<file path="config.mk">
export PLATFORM = sky130hd
export DESIGN_NAME = dump_streamer
export DESIGN_NICKNAME = d
export VERILOG_FILES = /design/src/rtl/dump_streamer_pkg.sv /design/src/rtl/dump_streamer.sv
export SDC_FILE = /design/constraint.sdc
export NUM_CORES = 1
export LEC_CHECK = 0
export BUFFER_PORTS_ARGS = -buffer_cell sky130_fd_sc_hd__buf_2
export CELL_PAD_IN_SITES_DETAIL_PLACEMENT = 1
export CELL_PAD_IN_SITES_GLOBAL_PLACEMENT = 2
export CORE_ASPECT_RATIO = 1.2
export CORE_UTILIZATION = 32
export CTS_BUF_LIST = sky130_fd_sc_hd__clkbuf_16
export DETAILED_ROUTE_END_ITERATION = 10
export PLACE_DENSITY_LB_ADDON = 0.15
export SLEW_MARGIN = 5
export SYNTH_ARGS = -nofsm -noshare
export SYNTH_HDL_FRONTEND = slang
export SYNTH_SLANG_ARGS = --single-unit
</file>
<file path="constraint.sdc">
create_clock -name clk -period 2.1 [get_ports clk]
set_input_delay 0.21 -clock clk [delete_from_list [all_inputs] [get_ports clk]]
set_output_delay 0.21 -clock clk [all_outputs]
set_load 0.02 [all_outputs]
</file>
<file path="src/rtl/dump_streamer_pkg.sv">
// rtl/dump_streamer_pkg.sv - shared constants and FSM encoding for the debug dump streamer
package dump_streamer_pkg;

    localparam int CS_W      = 3;
    localparam int POS_W     = 5;
    localparam int NUM_CHIPS = 5;
    localparam int DEPTH     = 32;
    localparam int TIMEOUT   = 15;

    localparam logic [7:0] HDR_BASE     = 8'hA0;
    localparam logic [7:0] TIMEOUT_BYTE = 8'hFF;

    typedef enum logic [3:0] {
        ST_IDLE,
        ST_HDR,
        ST_ADDR,
        ST_READ,
        ST_SEND,
        ST_GUARD,
        ST_TXWAIT,
        ST_NEXT,
        ST_DONE
    } state_t;

endpackage

</file>
<file path="src/rtl/dump_streamer.sv">
// rtl/dump_streamer.sv - walks every chip/position of the CPU dump port and streams
// a header byte plus DEPTH data bytes per chip into the UART transmitter
module dump_streamer
    import dump_streamer_pkg::*;
#(
    parameter int P_CS_W      = CS_W,
    parameter int P_POS_W     = POS_W,
    parameter int P_NUM_CHIPS = NUM_CHIPS,
    parameter int P_DEPTH     = DEPTH,
    parameter int P_TIMEOUT   = TIMEOUT
) (
    input  logic               clk,
    input  logic               i_rst,
    input  logic               i_start,
    output logic [P_CS_W-1:0]  o_cs,
    output logic [P_POS_W-1:0] o_pos,
    input  logic [7:0]         i_dmp_data,
    input  logic               i_dmp_valid,
    output logic               o_tx_wr,
    output logic [7:0]         o_tx_data,
    input  logic               i_tx_busy,
    output logic               o_active,
    output logic               o_done
);

    localparam int TW = $clog2(P_TIMEOUT + 1);

    localparam logic [TW-1:0]      TMO_LAST = TW'(P_TIMEOUT - 1);
    localparam logic [P_CS_W-1:0]  CS_LAST  = P_CS_W'(P_NUM_CHIPS - 1);
    localparam logic [P_POS_W-1:0] POS_LAST = P_POS_W'(P_DEPTH - 1);

    state_t             r_state;
    logic [P_CS_W-1:0]  r_cs;
    logic [P_POS_W-1:0] r_pos;
    logic [TW-1:0]      r_tmo;
    logic               r_is_hdr;
    logic [P_CS_W-1:0]  r_cs_out;
    logic [P_POS_W-1:0] r_pos_out;
    logic [7:0]         r_tx_data;
    logic               r_tx_wr;
    logic               r_active;
    logic               r_done;

    always_ff @(posedge clk) begin
        if (i_rst) begin
            r_state   <= ST_IDLE;
            r_cs      <= '0;
            r_pos     <= '0;
            r_tmo     <= '0;
            r_is_hdr  <= 1'b0;
            r_cs_out  <= '0;
            r_pos_out <= '0;
            r_tx_data <= 8'h00;
            r_tx_wr   <= 1'b0;
            r_active  <= 1'b0;
            r_done    <= 1'b0;
        end else begin
            r_tx_wr <= 1'b0;
            r_done  <= 1'b0;
            case (r_state)
                ST_IDLE: begin
                    if (i_start) begin
                        r_cs     <= '0;
                        r_pos    <= '0;
                        r_active <= 1'b1;
                        r_state  <= ST_HDR;
                    end
                end
                ST_HDR: begin
                    r_tx_data <= HDR_BASE | 8'(r_cs);
                    r_is_hdr  <= 1'b1;
                    r_state   <= ST_SEND;
                end
                ST_ADDR: begin
                    r_cs_out  <= r_cs;
                    r_pos_out <= r_pos;
                    r_tmo     <= '0;
                    r_is_hdr  <= 1'b0;
                    r_state   <= ST_READ;
                end
                // A missing valid is replaced by a marker byte so the stream length never changes.
                ST_READ: begin
                    if (i_dmp_valid) begin
                        r_tx_data <= i_dmp_data;
                        r_state   <= ST_SEND;
                    end else if (r_tmo == TMO_LAST) begin
                        r_tx_data <= TIMEOUT_BYTE;
                        r_state   <= ST_SEND;
                    end else begin
                        r_tmo <= r_tmo + TW'(1);
                    end
                end
                ST_SEND: begin
                    if (!i_tx_busy) begin
                        r_tx_wr <= 1'b1;
                        r_state <= ST_GUARD;
                    end
                end
                // The transmitter raises busy one cycle after the write; skip that cycle.
                ST_GUARD: r_state <= ST_TXWAIT;
                ST_TXWAIT: begin
                    if (!i_tx_busy) begin
                        r_state <= ST_NEXT;
                    end
                end
                ST_NEXT: begin
                    if (r_is_hdr) begin
                        r_state <= ST_ADDR;
                    end else if (r_pos != POS_LAST) begin
                        r_pos   <= r_pos + P_POS_W'(1);
                        r_state <= ST_ADDR;
                    end else begin
                        r_pos <= '0;
                        if (r_cs != CS_LAST) begin
                            r_cs    <= r_cs + P_CS_W'(1);
                            r_state <= ST_HDR;
                        end else begin
                            r_state <= ST_DONE;
                        end
                    end
                end
                ST_DONE: begin
                    r_done   <= 1'b1;
                    r_active <= 1'b0;
                    r_state  <= ST_IDLE;
                end
                default: r_state <= ST_IDLE;
            endcase
        end
    end

    assign o_cs      = r_cs_out;
    assign o_pos     = r_pos_out;
    assign o_tx_wr   = r_tx_wr;
    assign o_tx_data = r_tx_data;
    assign o_active  = r_active;
    assign o_done    = r_done;

endmodule

</file>
==> impl_metrics.ini <==
[detailed_routing]
wl_microns = 4747
wire_per_inst_microns = 16.09
drt-initial-drc-count = 54
drt_first_pass_iters = 4
vias = 1599
vias_per_cell = 5.420
drcViolationCount = 0
ant_nets = 0

[final_layout]
syn_to_final_growth_pct = 21.23
num-fill-cells = 640
fin_area_sq_um = 2101
antenna_cells = 0
drive_above_1_share_pct = 25.32
nNetsFinal = 251
fin_cells = 295
postLayoutCoreUtil_pct = 39.93

[sta]
finalCritPeriodShare_pct = 89.00
fmax_ghz = 0.5351
tns_ns = 0
worst_pin_slew_ns = 0.5252
slew_headroom_pct = 64.08
final_hold_viol_count = 0
rsz0062_at_grt = false
fin_skew_ns = 0.002539
min_period_ns = 1.869
setup_viol = 0
finalMaxSlewViolations = 0

[clock_network]
ctsLongestPathBuffers = 2
postCtsHoldBufs = 0
clkTransAtPathRegs_ns = 0.05
cts_setup_buffers = 0
htree_levels = 2
clock_sinks = 36
cts.repair.resized = 0
ctsRootBufferMaster = clkbuf_16
clkLatencyLatePin_ns = 0.27
cts_buffers = 5
cts_tree = done

[logic_synthesis]
synthesis.area_sq_um = 1733
synth-main-ff-cell = dfxtp_1
avgSynthCellArea_sq_um = 8.752
synth_edf_count = 0
synthArstFlopShare_pct = 0
yosys-top-cells-area = dfxtp_1, a21oi_1, nand2_1, ha_1, o21ai_0
ys_ff_latch = 36
yosysSeqAreaShare_pct = 41.59
synth_nets = 217
synth.top_cell.area_share_pct = 41.59
synth_cells = 198
synth_cell_types = 52
synth_top_cell_by_area = dfxtp_1
yosys_warnings = 0

[global_route]
grt_overflow_total = 0
grt_first_pass_wirelength_microns = 7776
grt_max_degree = 22
antenna_found_initial = 0
grt_usage_pct = 17.58
grt_pass1_vias = 1594

[floorplan]
dieHeight_microns = 82.61
die_area_sq_um = 5715
start_util_pct = 32.94
core_sq_um = 5261
rows = 29
die_w_microns = 69.18
io_pins = 32

[place]
dp.cells = 287
place_area_sq_um = 1964
place_hpwl_microns = 3463
gp_congestion = 0.7455
port_buffers = 31

[worst_setup_path]
path_class = reg -> reg
worst_ep_arrival_time_ns = 2.01
r2r_cells = 7
crit_required_ns = 2.24
critPathMaxFanout = 5
ff2ff_setup_slack_ns = 0.23
critPathLaunchType = register
r2r_end = r_state[1]$_SDFFE_PP0P_
crit_path_end_kind = register
rr_startpoint = r_pos[0]$_SDFFE_PP0P_

[power]
p_leak_nw = 0.8492
power_density_nw_per_um2 = 741.8
ir_worst_vdd_v = 0.0003194
total_power_mw = 1.558

[worst_hold_path]
min_to = o_tx_wr$_SDFF_PP0_
hold_start = i_tx_busy
hold_path.class = in -> reg
min_path_cells = 2

[job]
drv_cap = 0

[status]
status = finished clean
## worst max path at each step
stage	from	end	slack [ns]
final	r_pos[0]$_SDFFE_PP0P_	r_state[1]$_SDFFE_PP0P_	0.23
after CTS	r_pos[0]$_SDFFE_PP0P_	r_state[1]$_SDFFE_PP0P_	0.24
after global placement	r_pos[0]$_SDFFE_PP0P_	r_state[1]$_SDFFE_PP0P_	0.32
after global routing	r_pos[0]$_SDFFE_PP0P_	r_state[1]$_SDFFE_PP0P_	0.08
after detailed placement	r_pos[0]$_SDFFE_PP0P_	r_state[1]$_SDFFE_PP0P_	0.25
after floorplan	r_pos[0]$_SDFFE_PP0P_	r_state[1]$_SDFFE_PP0P_	0.44
## flip-flops by register name, indices dropped and copies added, names as in the netlist
| name | flops |
|---|---|
| o_active | 1 |
| o_cs | 3 |
| o_done | 1 |
| o_pos | 5 |
| o_tx_data | 8 |
| o_tx_wr | 1 |
| r_cs | 3 |
| r_is_hdr | 1 |
| r_pos | 5 |
| r_state | 4 |
| r_tmo | 4 |
## worst max-delay path, cell delays in order (launching register included)
cell	delay, ns
dfxtp_1	0.40
ha_1	0.22
and3_1	0.17
ha_1	0.22
nand2b_1	0.16
or2_2	0.30
a32oi_1	0.20
nor3_1	0.06
## synthesized netlist by cell type, drive strengths merged (3+ instances only)
library cell / n
nor4: 3
o221ai: 3
ha: 6
nand3: 8
nor2: 7
clkbuf: 9
or3: 3
nand2: 31
inv: 9
dfxtp: 36
o21ai: 9
a21oi: 24
nor3: 6
buf: 3
## layout make-up
type	instances	area, sq um	share of cell area, %
Inverter	9	33.78	1.608
Clock inverter	3	11.26	0.5360
Multi-Input combinational cell	141	917.1	43.66
Sequential cell	36	720.7	34.31
Clock buffer	5	125.1	5.956
Tap cell	62	77.57	3.693
Timing Repair Buffer	39	215.2	10.24
## where the power goes
group | internal [mW] | switching (mW)
sequential | 0.698 | 0.0234
combinational | 0.0599 | 0.0885
clock | 0.426 | 0.262
## layout by cell type (no fill, tap or decap), types with 5 or more instances in the layout
master	synthesis	final
a21oi_1	24	24
buf_2	1	31
buf_4	0	8
clkbuf_16	0	5
dfxtp_1	36	36
ha_1	6	6
inv_1	9	11
nand2_1	30	30
nand3_1	8	8
nor2_1	7	7
nor3_1	6	6
o21ai_0	9	9
## layer usage
metal | routed length [microns] | vias up | GRT usage (%)
li1 | - | 790 | -
met1 | 2077 | 761 | 19.79
met2 | 2373 | 38 | 31.26
met3 | 163 | 10 | 4.126
met4 | 132 | 0 | 9.184
met5 | 0 | - | 0
## through the flow
| stage | hold slack, ns | worst slack, ns |
|---|---|---|
| 2_1_floorplan | 0.2868 | 0.4365 |
| 3_3_place_gp | 0.3949 | 0.3241 |
| 3_5_place_dp | 0.4065 | 0.2521 |
| 4_1_cts | 0.1153 | 0.2442 |
| 5_1_grt | 0.1225 | 0.08223 |
| 6_report | 0.1203 | 0.2310 |
## kinds of logic after synthesis
logic type	share of synthesized area, %
AND/OR/NAND/NOR	23.61
AO/OA/AOI/OAI	23.83
flip-flops	41.59
buffers and inverters	5.487
adder cells (fa/ha/maj)	4.332
XOR/XNOR	0.5055
multiplexers	0.6498
No activity file was read; power rests on OpenSTA's default activity.
